## src/rtl/alu_issue_queue_if.sv

```systemverilog
// Handshake and ALU-drive bundle between the issue queue and its surroundings.
// Latency: none (wires only).
// Backpressure: in_valid/in_ready on the request side, out_valid/out_ready on the result side.
// Optional macro ALU_ISSUE_ZERO_FLAG_EN adds the out_zero signal.
interface alu_issue_queue_if #(
    parameter int WIDTH  = 32,
    parameter int CTRL_W = 3,
    parameter int DEPTH  = 4
);
    localparam int CNT_W = $clog2(DEPTH) + 1;

    logic              in_valid;
    logic              in_ready;
    logic [WIDTH-1:0]  in_a;
    logic [WIDTH-1:0]  in_b;
    logic [CTRL_W-1:0] in_ctrl;
    logic [WIDTH-1:0]  alu_a;
    logic [WIDTH-1:0]  alu_b;
    logic [CTRL_W-1:0] alu_ctrl;
    logic [WIDTH-1:0]  alu_q;
    logic              out_valid;
    logic              out_ready;
    logic [WIDTH-1:0]  out_q;
    logic [CTRL_W-1:0] out_ctrl;
    logic [CNT_W-1:0]  count;
`ifdef ALU_ISSUE_ZERO_FLAG_EN
    logic              out_zero;
`endif

    // Issue-queue side.
    modport slave (
`ifdef ALU_ISSUE_ZERO_FLAG_EN
        output out_zero,
`endif
        input  in_valid, in_a, in_b, in_ctrl, alu_q, out_ready,
        output in_ready, alu_a, alu_b, alu_ctrl, out_valid, out_q, out_ctrl, count
    );

    // Producer / ALU / consumer side.
    modport master (
`ifdef ALU_ISSUE_ZERO_FLAG_EN
        input  out_zero,
`endif
        output in_valid, in_a, in_b, in_ctrl, alu_q, out_ready,
        input  in_ready, alu_a, alu_b, alu_ctrl, out_valid, out_q, out_ctrl, count
    );
endinterface

```

## src/rtl/alu_issue_queue.sv

```systemverilog
// Buffers ALU requests in a FIFO, issues one at a time to the ALU and registers its result.
// Latency: push at edge N, pop at N+1, out_valid high after N+2; one result per 2 cycles.
// Backpressure: in_ready = (count < DEPTH) only; result held stable while out_valid && !out_ready.
// Optional macro ALU_ISSUE_ZERO_FLAG_EN adds a registered out_zero flag.
module alu_issue_queue #(
    parameter int WIDTH  = 32,
    parameter int CTRL_W = 3,
    parameter int DEPTH  = 4
) (
    input  logic           clk,
    input  logic           rst_n,
    alu_issue_queue_if.slave bus
);
    localparam int AW    = $clog2(DEPTH);
    localparam int CW    = AW + 1;
    localparam int ENT_W = CTRL_W + 2 * WIDTH;
    localparam logic [CW-1:0] FULL = CW'(DEPTH);

    localparam logic [1:0] IDLE  = 2'd0;
    localparam logic [1:0] ISSUE = 2'd1;
    localparam logic [1:0] HOLD  = 2'd2;

    logic [ENT_W-1:0]  mem [DEPTH];
    logic [AW-1:0]     wr_ptr;
    logic [AW-1:0]     rd_ptr;
    logic [CW-1:0]     count_r;
    logic [1:0]        state;
    logic [WIDTH-1:0]  alu_a_r;
    logic [WIDTH-1:0]  alu_b_r;
    logic [CTRL_W-1:0] alu_ctrl_r;
    logic              out_valid_r;
    logic [WIDTH-1:0]  out_q_r;
    logic [CTRL_W-1:0] out_ctrl_r;
    logic              push;
    logic              pop;
    logic [ENT_W-1:0]  head;

    // in_ready looks only at the registered count, so a full FIFO refuses a push even while popping.
    assign bus.in_ready = (count_r < FULL);
    assign push         = bus.in_valid && bus.in_ready;
    assign pop          = (count_r != '0) &&
                          ((state == IDLE) || ((state == HOLD) && bus.out_ready));
    assign head         = mem[rd_ptr];

    assign bus.alu_a     = alu_a_r;
    assign bus.alu_b     = alu_b_r;
    assign bus.alu_ctrl  = alu_ctrl_r;
    assign bus.out_valid = out_valid_r;
    assign bus.out_q     = out_q_r;
    assign bus.out_ctrl  = out_ctrl_r;
    assign bus.count     = count_r;

    // FIFO storage: written on push, contents are don't-care until pushed so no reset.
    always_ff @(posedge clk) begin
        if (push) begin
            mem[wr_ptr] <= {bus.in_ctrl, bus.in_b, bus.in_a};
        end
    end

    // FIFO pointers and occupancy; pointers wrap naturally since DEPTH is a power of two.
    always_ff @(posedge clk or negedge rst_n) begin
        if (!rst_n) begin
            wr_ptr  <= '0;
            rd_ptr  <= '0;
            count_r <= '0;
        end else begin
            if (push) wr_ptr <= wr_ptr + 1'b1;
            if (pop)  rd_ptr <= rd_ptr + 1'b1;
            case ({push, pop})
                2'b10:   count_r <= count_r + 1'b1;
                2'b01:   count_r <= count_r - 1'b1;
                default: count_r <= count_r;
            endcase
        end
    end

    // Issue FSM: load ALU operands on pop, capture the settled ALU result one cycle later, hold until taken.
    always_ff @(posedge clk or negedge rst_n) begin
        if (!rst_n) begin
            state       <= IDLE;
            alu_a_r     <= '0;
            alu_b_r     <= '0;
            alu_ctrl_r  <= '0;
            out_valid_r <= 1'b0;
            out_q_r     <= '0;
            out_ctrl_r  <= '0;
        end else begin
            if (pop) begin
                alu_a_r    <= head[WIDTH-1:0];
                alu_b_r    <= head[2*WIDTH-1:WIDTH];
                alu_ctrl_r <= head[ENT_W-1:2*WIDTH];
            end
            case (state)
                IDLE: begin
                    if (pop) state <= ISSUE;
                end
                ISSUE: begin
                    out_q_r     <= bus.alu_q;
                    out_ctrl_r  <= alu_ctrl_r;
                    out_valid_r <= 1'b1;
                    state       <= HOLD;
                end
                HOLD: begin
                    if (bus.out_ready) begin
                        out_valid_r <= 1'b0;
                        state       <= pop ? ISSUE : IDLE;
                    end
                end
                default: state <= IDLE;
            endcase
        end
    end

`ifdef ALU_ISSUE_ZERO_FLAG_EN
    logic out_zero_r;
    assign bus.out_zero = out_zero_r;

    // Zero flag is captured in the same cycle as out_q so the two always describe the same result.
    always_ff @(posedge clk or negedge rst_n) begin
        if (!rst_n) begin
            out_zero_r <= 1'b0;
        end else if (state == ISSUE) begin
            out_zero_r <= (bus.alu_q == '0);
        end
    end
`endif
endmodule

```

## src/flat_wrapper.sv

```systemverilog
// flat-port wrapper written by rule: the top's interface ports become plain ports
module alu_issue_queue_flat 
#(
    parameter int WIDTH  = 32,
    parameter int CTRL_W = 3,
    parameter int DEPTH  = 4
)
  (clk, rst_n, bus_in_valid, bus_in_a, bus_in_b, bus_in_ctrl, bus_alu_q, bus_out_ready, bus_in_ready, bus_alu_a, bus_alu_b, bus_alu_ctrl, bus_out_valid, bus_out_q, bus_out_ctrl, bus_count);
  alu_issue_queue_if #(.WIDTH(WIDTH), .CTRL_W(CTRL_W), .DEPTH(DEPTH)) bus_i ();
  input  logic clk;
  input  logic rst_n;
  input wire logic [$bits(bus_i.in_valid)-1:0] bus_in_valid;
  input wire logic [$bits(bus_i.in_a)-1:0] bus_in_a;
  input wire logic [$bits(bus_i.in_b)-1:0] bus_in_b;
  input wire logic [$bits(bus_i.in_ctrl)-1:0] bus_in_ctrl;
  input wire logic [$bits(bus_i.alu_q)-1:0] bus_alu_q;
  input wire logic [$bits(bus_i.out_ready)-1:0] bus_out_ready;
  output wire logic [$bits(bus_i.in_ready)-1:0] bus_in_ready;
  output wire logic [$bits(bus_i.alu_a)-1:0] bus_alu_a;
  output wire logic [$bits(bus_i.alu_b)-1:0] bus_alu_b;
  output wire logic [$bits(bus_i.alu_ctrl)-1:0] bus_alu_ctrl;
  output wire logic [$bits(bus_i.out_valid)-1:0] bus_out_valid;
  output wire logic [$bits(bus_i.out_q)-1:0] bus_out_q;
  output wire logic [$bits(bus_i.out_ctrl)-1:0] bus_out_ctrl;
  output wire logic [$bits(bus_i.count)-1:0] bus_count;
  assign bus_i.in_valid = bus_in_valid;
  assign bus_i.in_a = bus_in_a;
  assign bus_i.in_b = bus_in_b;
  assign bus_i.in_ctrl = bus_in_ctrl;
  assign bus_i.alu_q = bus_alu_q;
  assign bus_i.out_ready = bus_out_ready;
  assign bus_in_ready = bus_i.in_ready;
  assign bus_alu_a = bus_i.alu_a;
  assign bus_alu_b = bus_i.alu_b;
  assign bus_alu_ctrl = bus_i.alu_ctrl;
  assign bus_out_valid = bus_i.out_valid;
  assign bus_out_q = bus_i.out_q;
  assign bus_out_ctrl = bus_i.out_ctrl;
  assign bus_count = bus_i.count;
  alu_issue_queue #(.WIDTH(WIDTH), .CTRL_W(CTRL_W), .DEPTH(DEPTH)) u_core (.clk(clk), .rst_n(rst_n), .bus(bus_i));
endmodule
```

## config.mk

```make
export PLATFORM = sky130hd
export DESIGN_NAME = alu_issue_queue_flat
export DESIGN_NICKNAME = d
export VERILOG_FILES = /design/src/rtl/alu_issue_queue_if.sv /design/src/rtl/alu_issue_queue.sv /design/src/flat_wrapper.sv
export SDC_FILE = /design/constraint.sdc
export NUM_CORES = 1
export LEC_CHECK = 0
export ABC_AREA = 0
export CAP_MARGIN = 0
export CORE_MARGIN = 2
export CORE_UTILIZATION = 45
export DETAILED_ROUTE_END_ITERATION = 10
export PLACE_DENSITY = 0.68
export REMOVE_ABC_BUFFERS = 1
export SLEW_MARGIN = 20
export SYNTH_ARGS = -nofsm -noshare
export SYNTH_HDL_FRONTEND = slang
export SYNTH_SLANG_ARGS = --single-unit
```

## constraint.sdc

```tcl
create_clock -name clk -period 3.76 [get_ports clk]
set_clock_uncertainty 0.05 [all_clocks]
set_input_delay 0.564 -clock clk [delete_from_list [all_inputs] [get_ports clk]]
set_output_delay 0.564 -clock clk [all_outputs]
set_load 0.02 [all_outputs]
```

# Word level (Yosys, flattened, before mapping)
# Memories as Yosys holds them, arrays and structs flattened. A register that Yosys moved wholly into a read port is not among the register bits.
# Index checks and enable logic that the tools add are counted.
totals:
  ff_bits: 45
  mem_bits_rw: 268
  input_bits: 103
  output_inout_bits: 107
  wordCells: 39
  memories: 1
mem_list:
  columns: ["memory", "words", "word_bits", "rd", "rd_ports_with_merged_regs", "write_ports", "line", "text"]
  rows:
  - ["u_core.mem", 4, 67, 1, 1, 1, "alu_issue_queue.sv:23", "logic [ENT_W-1:0] mem [DEPTH];"]
classes:
  add_sub_neg: 4
  order_cmp: 1
  n_eq_ne: 6
  muxes: 9
  reduce_logical: 11
ops:
  columns: ["cell", "count"]
  rows:
  - ["$pmux W2 S3", 1]
  - ["$pmux W3 S2", 1]
  - ["$add A2 B1 Y2 const B", 2]
  - ["$eq A2 B1 Y1 const B", 2]
  - ["$eq A2 B2 Y1 const B", 2]
  - ["$mux W1", 4]
  - ["$mux W2", 2]
  - ["$reduce_and A2 Y1", 2]
  - ["$reduce_bool A2 Y1", 2]
  - ["$add A3 B1 Y3 const B", 1]
  - ["$logic_and A1 B1 Y1", 3]
  - ["$lt A3 B3 Y1 const B", 1]
  - ["$reduce_bool A3 Y1", 1]
  - ["$sub A3 B1 Y3 const B", 1]
  - ["$logic_not A2 Y1", 1]
  - ["$ne A2 B1 Y1 const B", 1]
  - ["$ne A2 B2 Y1 const B", 1]
  - ["$pmux W1 S2", 1]
  - ["$logic_not A1 Y1", 1]
  - ["$logic_or A1 B1 Y1", 1]

# Longest topological paths before layout
depth:
  depth_word: 7
  mapped_depth: 10

# Worst setup path before layout
# Ideal clock, no wire load.
synth_path:
  path_type: "in2reg"
  startpoint: "input bus_in_valid"
  endpoint: "memory u_core.mem[0][0] (netlist name) (enable)"
  setup_ps: 432
  t_arrival_ps: 2509
  t_required_ps: 3278
  path_slack_ps: 769
  cell_stages: 3
  n_path_buf: 1
  path_cell_list: "nor2b_1 clkbuf_1 and2_1"
synth_between:
  elab_chain_cells: 3
synth_lines:
  columns: ["element", "line", "text"]
  rows:
  - ["from (decl)", "flat_wrapper.sv:12", "input wire logic [$bits(bus_i.in_valid)-1:0] bus_in_valid;"]
  - ["$logic_and A1 B1 Y1", "alu_issue_queue.sv:40", "assign push = bus.in_valid && bus.in_ready;"]
  - ["$mux W1", "alu_issue_queue.sv:55", "if (push) begin"]
  - ["$mux W1 (not written as such)", "alu_issue_queue.sv:56", "mem[wr_ptr] <= {bus.in_ctrl, bus.in_b, bus.in_a};"]
  - ["to (decl)", "alu_issue_queue.sv:23", null]
# Every way passes these cells.

# Worst setup path after layout
layout_path:
  startpoint: "input bus_in_valid"
  endpoint: "memory u_core.mem[2][3] (netlist name) (enable)"
# Same word-level chain as after synthesis.

==> reports/metrics.yaml <==
cts_repair_resize_count: 0
fin_crit_ns: 2.36
worst-setup-path-type: "primary input to flop"
dr.pass1.iters: 4
power.switching_w: 0.00450
placedCellCount: 1208
io_pins: 210
synth_top_family_by_area: "multiplexers"
die_area_um2: 32500
detailedRoute.firstIterationViolations: 330
fin_cells: 1280
yosys_register_bits: 380
cp_max_fo: 33
cts_buffers: 39
power-per-cell-area_nw_per_um2: 857
failed_checks: "negative hold slack"
maxSlewHeadroom_pct: 30.1
synthesized_area_fraction_occupied_by_adder_cells_pct: 0.590
final_min_period_over_clock_period_pct: 62.6
detail_route.wl_per_cell_um: 20.7
cts_hold_bufs: 0
ys.warnings.count: 0
critPathLaunchType: "primary input"
comb_power_share_pct: 34.0
final_cell_area_um2: 18000
drt.antenna.violating_nets: 0
synth-compound-area-share_pct: 0.161
place_worst_setup_slack_ns: 0.808
overflow: 0
htree_num_levels: 2
synth_area_um2: 14000
syn-mean-instance-area_um2: 22.7
antenna_found_initial: 2
placeableCoreArea_um2: 30600
finalHoldViolations: 3
layout_setup_ws_ns: 1.40
timing.max_cap.violations: 0
cts.root.buffer_cell: "sky130_fd_sc_hd__clkbuf_16"
number_of_i_o_port_buffers: 209
internal_power_w: 0.0109
die_y_um: 180
clk_pin_slew_ns: 0.06
arrival_time_at_the_worst_endpoint_ns: 2.52
weighted_congestion_reported_at_the_end_of_routability_driven_placement: 0.665
number_of_vias_after_detailed_routing: 6626
synth-xor-area-share_pct: 0.375
worstSkewPairLatency_ns: 0.52
global_route.usage.total_pct: 16.5
placed_area_um2: 16600
tritoncts: "done"
antenna_cells_inserted: 0
detail_route.vias_per_cell: 5.18
detailed_place_hpwl_um: 16600
switching_share_pct: 29.3
clock_tree.buffer_depth: 3
achievable-frequency_mhz: 425
drive_gt1_share_pct: 28.1
outcome: "complete, but fails checks"
start_util_pct: 45.8
synth_mux_area_share_pct: 19.3
setup_viol_count_final: 0
cts_setup_buffers: 0
timing.hold.ws_ns: -0.00510
synth_seq_area_share_pct: 77.5
leakagePower_nw: 6.31
floorplan.die.width_um: 180
rows: 64
critPathCaptureType: "flop"
wirelength_um: 26500
grt_max_degree: 69
synth_cell_type_count: 29
final_net_count: 962
clockPowerShare_pct: 25.4
drc: 0
final_core_util_pct: 58.7
grt_pass1_wl_um: 41900
unrepaired_setup_endpoints_after_global_routing: "false"
first_global_vias: 7195
worst_slew_pin_slew_ns: 1.05
final-max-slew-violation-count: 0
hold_class: "primary input to asynchronous set/reset pin"
syn_to_final_growth_pct: 28.2
worstPathRequired_ns: 3.92
part_of_the_total_power_dissipated_in_sequential_elements_pct: 40.6
cts.sink_count: 380
vdd_drop_max_mv: 0.447
synth-simple-area-share_pct: 0.688
synthesis.instances: 616
-- logic make-up (layout without fill, tap and decap cells) --
kind of cell | count (synthesis) | count (layout)
flops | 380 | 380
mux | 170 | 170
compound gates | 4 | 4
buf+inv | 36 | 304
fa+ha+maj | 6 | 6
xor+xnor | 6 | 6
simple gates | 14 | 14
-- worst max-delay path, stage by stage --
cell	delay, ns
sky130_fd_sc_hd__clkdlybuf4s50_1	0.45
sky130_fd_sc_hd__nor2b_1	0.56
sky130_fd_sc_hd__and2_4	0.62
sky130_fd_sc_hd__buf_4	0.30
-- cells in the mapped netlist (all sizes together) --
cell type  count  area [µm²]
dfrtp        112        2800
and2b          1        7.51
clkbuf         6        22.5
mux4          67        1510
edfxtp       268        8050
nor4b          1        8.76
nor2           2        10.0
a21o           1        7.51
mux2         102        1180
a21oi          2        10.0
nor2b          1        6.26
o21ai          1        5.00
buf           21         146
xnor2          3        26.3
xor2           3        26.3
inv            9        33.8
ha             5        62.6
nand2          2        7.51
nor3           3        31.3
fa             1        20.0
and2           4        25.0
mux2i          1        10.0
-- per-stage QoR --
step           power, W  hold WS [ns]  setup TNS [ns]
2_1_floorplan   0.00949         0.218           -1.77
3_3_place_gp     0.0116         0.438               0
3_5_place_dp     0.0116         0.443               0
4_1_cts          0.0156        0.0152               0
5_1_grt          0.0162       0.00992               0
6_report         0.0154      -0.00510               0
-- power by group through the flow --
| stage | sequential (W) | clock (W) | combinational [W] |
|---|---|---|---|
| 2_1_floorplan | 0.00703 | 0 | 0.00246 |
| 3_3_place_gp | 0.00630 | 0 | 0.00526 |
| 3_5_place_dp | 0.00634 | 0 | 0.00531 |
| 4_1_cts | 0.00627 | 0.00401 | 0.00534 |
| 5_1_grt | 0.00638 | 0.00418 | 0.00560 |
| 6_report | 0.00624 | 0.00391 | 0.00523 |
-- layer usage --
| metal | global-route usage [%] | vias up | wire (µm) |
|---|---|---|---|
| met4 | 3.48 | 4 | 380 |
| met1 | 22.8 | 3410 | 11400 |
| met5 | 0 | - | 25 |
| met3 | 3.90 | 39 | 1720 |
| met2 | 27.2 | 247 | 13000 |
| li1 | - | 2926 | - |
-- state kept, by name, indices dropped and copies added, names as in the netlist, 2 cells and up --
register,count
u_core.bus.out_q,32
u_core.bus.count,3
u_core.wr_ptr,2
u_core.bus.alu_ctrl,3
u_core.bus.alu_b,32
u_core.mem,268
u_core.state,2
u_core.rd_ptr,2
u_core.bus.alu_a,32
u_core.bus.out_ctrl,3
-- worst paths after layout --
check	from	endpoint	slack (ns)	cells after the start
hold / removal	rst_n	u_core.bus.out_q[24]	-0.005	2
setup reg to reg	u_core.bus.count[2]	u_core.mem[2][3]	1.48	3
max in group asynchronous	rst_n	u_core.bus.alu_a[17]	3.06	2
min in group clk	u_core.state[1]	u_core.bus.out_valid	0.45	1
hold reg to reg	u_core.state[1]	u_core.bus.out_valid	0.45	1
setup / recovery	bus_in_valid	u_core.mem[2][3]	1.40	4
-- area by class of cell --
type                            instances  area, µm²
Clock buffer                           53       1060
Clock inverter                         19        260
Fill cell                            2229      12600
Inverter                                9       33.8
Multi-Input combinational cell        200       2960
Sequential cell                       380      10900
Tap cell                              396        495
Timing Repair Buffer                  223       2280
-- cells in the final DEF (no fill, tap or decap), types with 2 or more instances in the layout --
cell                                n
sky130_fd_sc_hd__edfxtp_1         268
sky130_fd_sc_hd__clkdlybuf4s50_1  208
sky130_fd_sc_hd__dfrtp_1          110
sky130_fd_sc_hd__mux2_2            94
sky130_fd_sc_hd__mux4_2            67
sky130_fd_sc_hd__clkbuf_16         40
sky130_fd_sc_hd__clkbuf_1          12
sky130_fd_sc_hd__inv_1              9
sky130_fd_sc_hd__mux2_4             8
sky130_fd_sc_hd__buf_4              8
sky130_fd_sc_hd__buf_12             7
sky130_fd_sc_hd__bufinv_16          6
sky130_fd_sc_hd__ha_1               5
sky130_fd_sc_hd__clkinv_1           5
sky130_fd_sc_hd__and2_4             4
sky130_fd_sc_hd__clkinv_2           4
sky130_fd_sc_hd__xnor2_1            3
sky130_fd_sc_hd__xor2_1             3
sky130_fd_sc_hd__nand2_1            2
sky130_fd_sc_hd__a21oi_1            2
sky130_fd_sc_hd__dfrtp_4            2
Note: power is estimated with default switching activity, not from simulation.
==> RTL change, RTL diff (same settings) <==
`DEPTH` is set to 4 in 3 places; all go to 2.
--- a/src/rtl/alu_issue_queue_if.sv
+++ b/src/rtl/alu_issue_queue_if.sv
@@ -5,7 +5,7 @@
 interface alu_issue_queue_if #(
     parameter int WIDTH  = 32,
     parameter int CTRL_W = 3,
-    parameter int DEPTH  = 4
+    parameter int DEPTH  = 2
 );
     localparam int CNT_W = $clog2(DEPTH) + 1;
 
--- a/src/rtl/alu_issue_queue.sv
+++ b/src/rtl/alu_issue_queue.sv
@@ -5,7 +5,7 @@
 module alu_issue_queue #(
     parameter int WIDTH  = 32,
     parameter int CTRL_W = 3,
-    parameter int DEPTH  = 4
+    parameter int DEPTH  = 2
 ) (
     input  logic           clk,
     input  logic           rst_n,
--- a/src/flat_wrapper.sv
+++ b/src/flat_wrapper.sv
@@ -3,7 +3,7 @@
 #(
     parameter int WIDTH  = 32,
     parameter int CTRL_W = 3,
-    parameter int DEPTH  = 4
+    parameter int DEPTH  = 2
 )
   (clk, rst_n, bus_in_valid, bus_in_a, bus_in_b, bus_in_ctrl, bus_alu_q, bus_out_ready, bus_in_ready, bus_alu_a, bus_alu_b, bus_alu_ctrl, bus_out_valid, bus_out_q, bus_out_ctrl, bus_count);
   alu_issue_queue_if #(.WIDTH(WIDTH), .CTRL_W(CTRL_W), .DEPTH(DEPTH)) bus_i ();
Interface: changed (resized bus_count); port bits go from 210 to 209. No check against the original RTL was run, so the function may have changed too.
==> RTL change against the original RTL <==
Area after synthesis is 36% lower. Count of clock-buffer cells in the layout is 19 lower. Sequential cell count decreased by 137. Final area down 33%. First-iteration DRC count decreased by 45%. Sequential power down 31%. Register-to-register slack better by 0.29 ns. Non-clock buffer count is 7 lower. Worst setup slack improved by 0.092 ns. Total power is 30% lower. Routed wire length down 33%. Utilization rose by 3.5 points. Critical endpoint is now bus_in_ready. Largest cell class unchanged. Largest power group unchanged. Highest routed layer is now met4.
==> RTL change: results (changes against the original RTL) <==
Logic synthesis
The sequential element share of the synthesized area is 75.7% (was 77.5%). The number of library cell types mapped by synthesis is 21 (was 29). Top cells by count, synth: sky130_fd_sc_hd__mux2_2 (168), sky130_fd_sc_hd__edfxtp_1 (134), sky130_fd_sc_hd__dfrtp_1 (109) (was sky130_fd_sc_hd__edfxtp_1 (268), sky130_fd_sc_hd__dfrtp_1 (112), sky130_fd_sc_hd__mux2_2 (94)). The share of flip-flops with an asynchronous set or reset after synthesis is 44.9% (was 29.5%).

Critical path
The highest net fanout along the worst path is 4 (was 33). The data arrival time of the critical path is 1.65 ns (was 2.52 ns). The setup slack on the worst flop-to-flop path is 1.77 ns (was 1.48 ns). The number of cells on the worst reg-to-reg path is 2 (was 3). The timing endpoint of the critical path is bus_in_ready (was u_core.mem[2][3]). The worst flop-to-flop path endpoint is u_core.bus.alu_a[2] (was u_core.mem[2][3]).

Layout
The share of cells above drive strength 1 is 31.7% (was 28.1%). The count of nets after finishing is 781 (was 962). The number of fill cells is 1419 (was 2229).

The flip-flop count of the largest register after layout is 134 (was 268).

GRT
The overall fraction of global-route tracks in use came to 16.6% (was 16.5%). The first-pass GRT wire length was 26900 um (was 41900 um). The initial antenna violation count is 0 (was 2).

Clock tree
The number of buffers created by CTS is 25 (was 39). The H-tree level count is 1 (was 2). The clock insertion delay at the later pin of the skew report came to 0.50 ns (was 0.52 ns).

Run status
Status: completed (was finished, violations left).

Power
The static leakage power is 0.00448 uW (was 0.00631 uW). The worst voltage drop across the vdd grid is 0.725 mV (was 0.447 mV).

Place
The final weighted congestion in routability-driven placement came to 0.713 (was 0.665). The cell area reported after detailed placement is 11300 sq um (was 16600 sq um).

Route
The final wirelength is 17800 um (was 26500 um). The violation count after the first detailed-route iteration was 182 (was 330). The total via count in the routed design is 4708 (was 6626).

Timing
The transition time of the tightest slew-check pin is 1.01 ns (was 1.05 ns).
-- RTL change: worst max-delay path, stage by stage (launching register included) --
cell                              delay, ns
sky130_fd_sc_hd__dfrtp_1               0.39
sky130_fd_sc_hd__inv_1                 0.14
sky130_fd_sc_hd__clkdlybuf4s50_1       0.62
-- RTL change: routing by layer --
metal / global-route usage (%) / vias up / share of wire (%)
li1: - / 2147 / -
met3: 3.22 / 30 / 4.3
met1: 20.0 / 2426 / 40
met2: 30.3 / 105 / 54
met4: 4.45 / 0 / 2.2
met5: 0 / - / 0
-- RTL change: cell type report --
| type | count | area share, % |
|---|---|---|
| clock buffers | 34 | 5.78 |
| clock inverters | 11 | 0.631 |
| inverters | 3 | 0.0931 |
| multi-input cells | 188 | 17.0 |
| flip-flops and latches | 243 | 55.9 |
| well taps | 265 | 2.74 |
| repair buffers | 216 | 17.9 |
-- RTL change: where the power goes --
part           total [uW]  switching, uW  internal (uW)  leakage, uW
registers            4310            545           3760      0.00251
clock network        2310            946           1360     0.000389
logic                4170           1880           2290      0.00159
total               10800           3370           7420      0.00448
-- RTL change: logic make-up after synthesis --
kind of cell / after synthesis / synth area share, %
muxes: 169 / 21.3
and+or+nand+nor: 10 / 0.743
adders and majority gates: 1 / 0.140
buffers and inverters: 21 / 1.42
AOI/OAI and AO/OA: 3 / 0.196
xor gates and xnor gates: 5 / 0.491
DFF: 243 / 75.7
-- RTL change: stage by stage --
stage	TNS [ns]	std cells	setup slack, ns	util (%)	hold slack, ns
5_1_grt	0	960	1.43	62.1	0.101
4_1_cts	0	960	1.46	62.1	0.0806
6_report	0	960	1.50	62.1	0.0647
2_1_floorplan	-28.68	434	-0.428	-	0.218
3_5_place_dp	0	915	1.15	58.2	0.441
3_3_place_gp	0	915	1.18	58.2	0.426
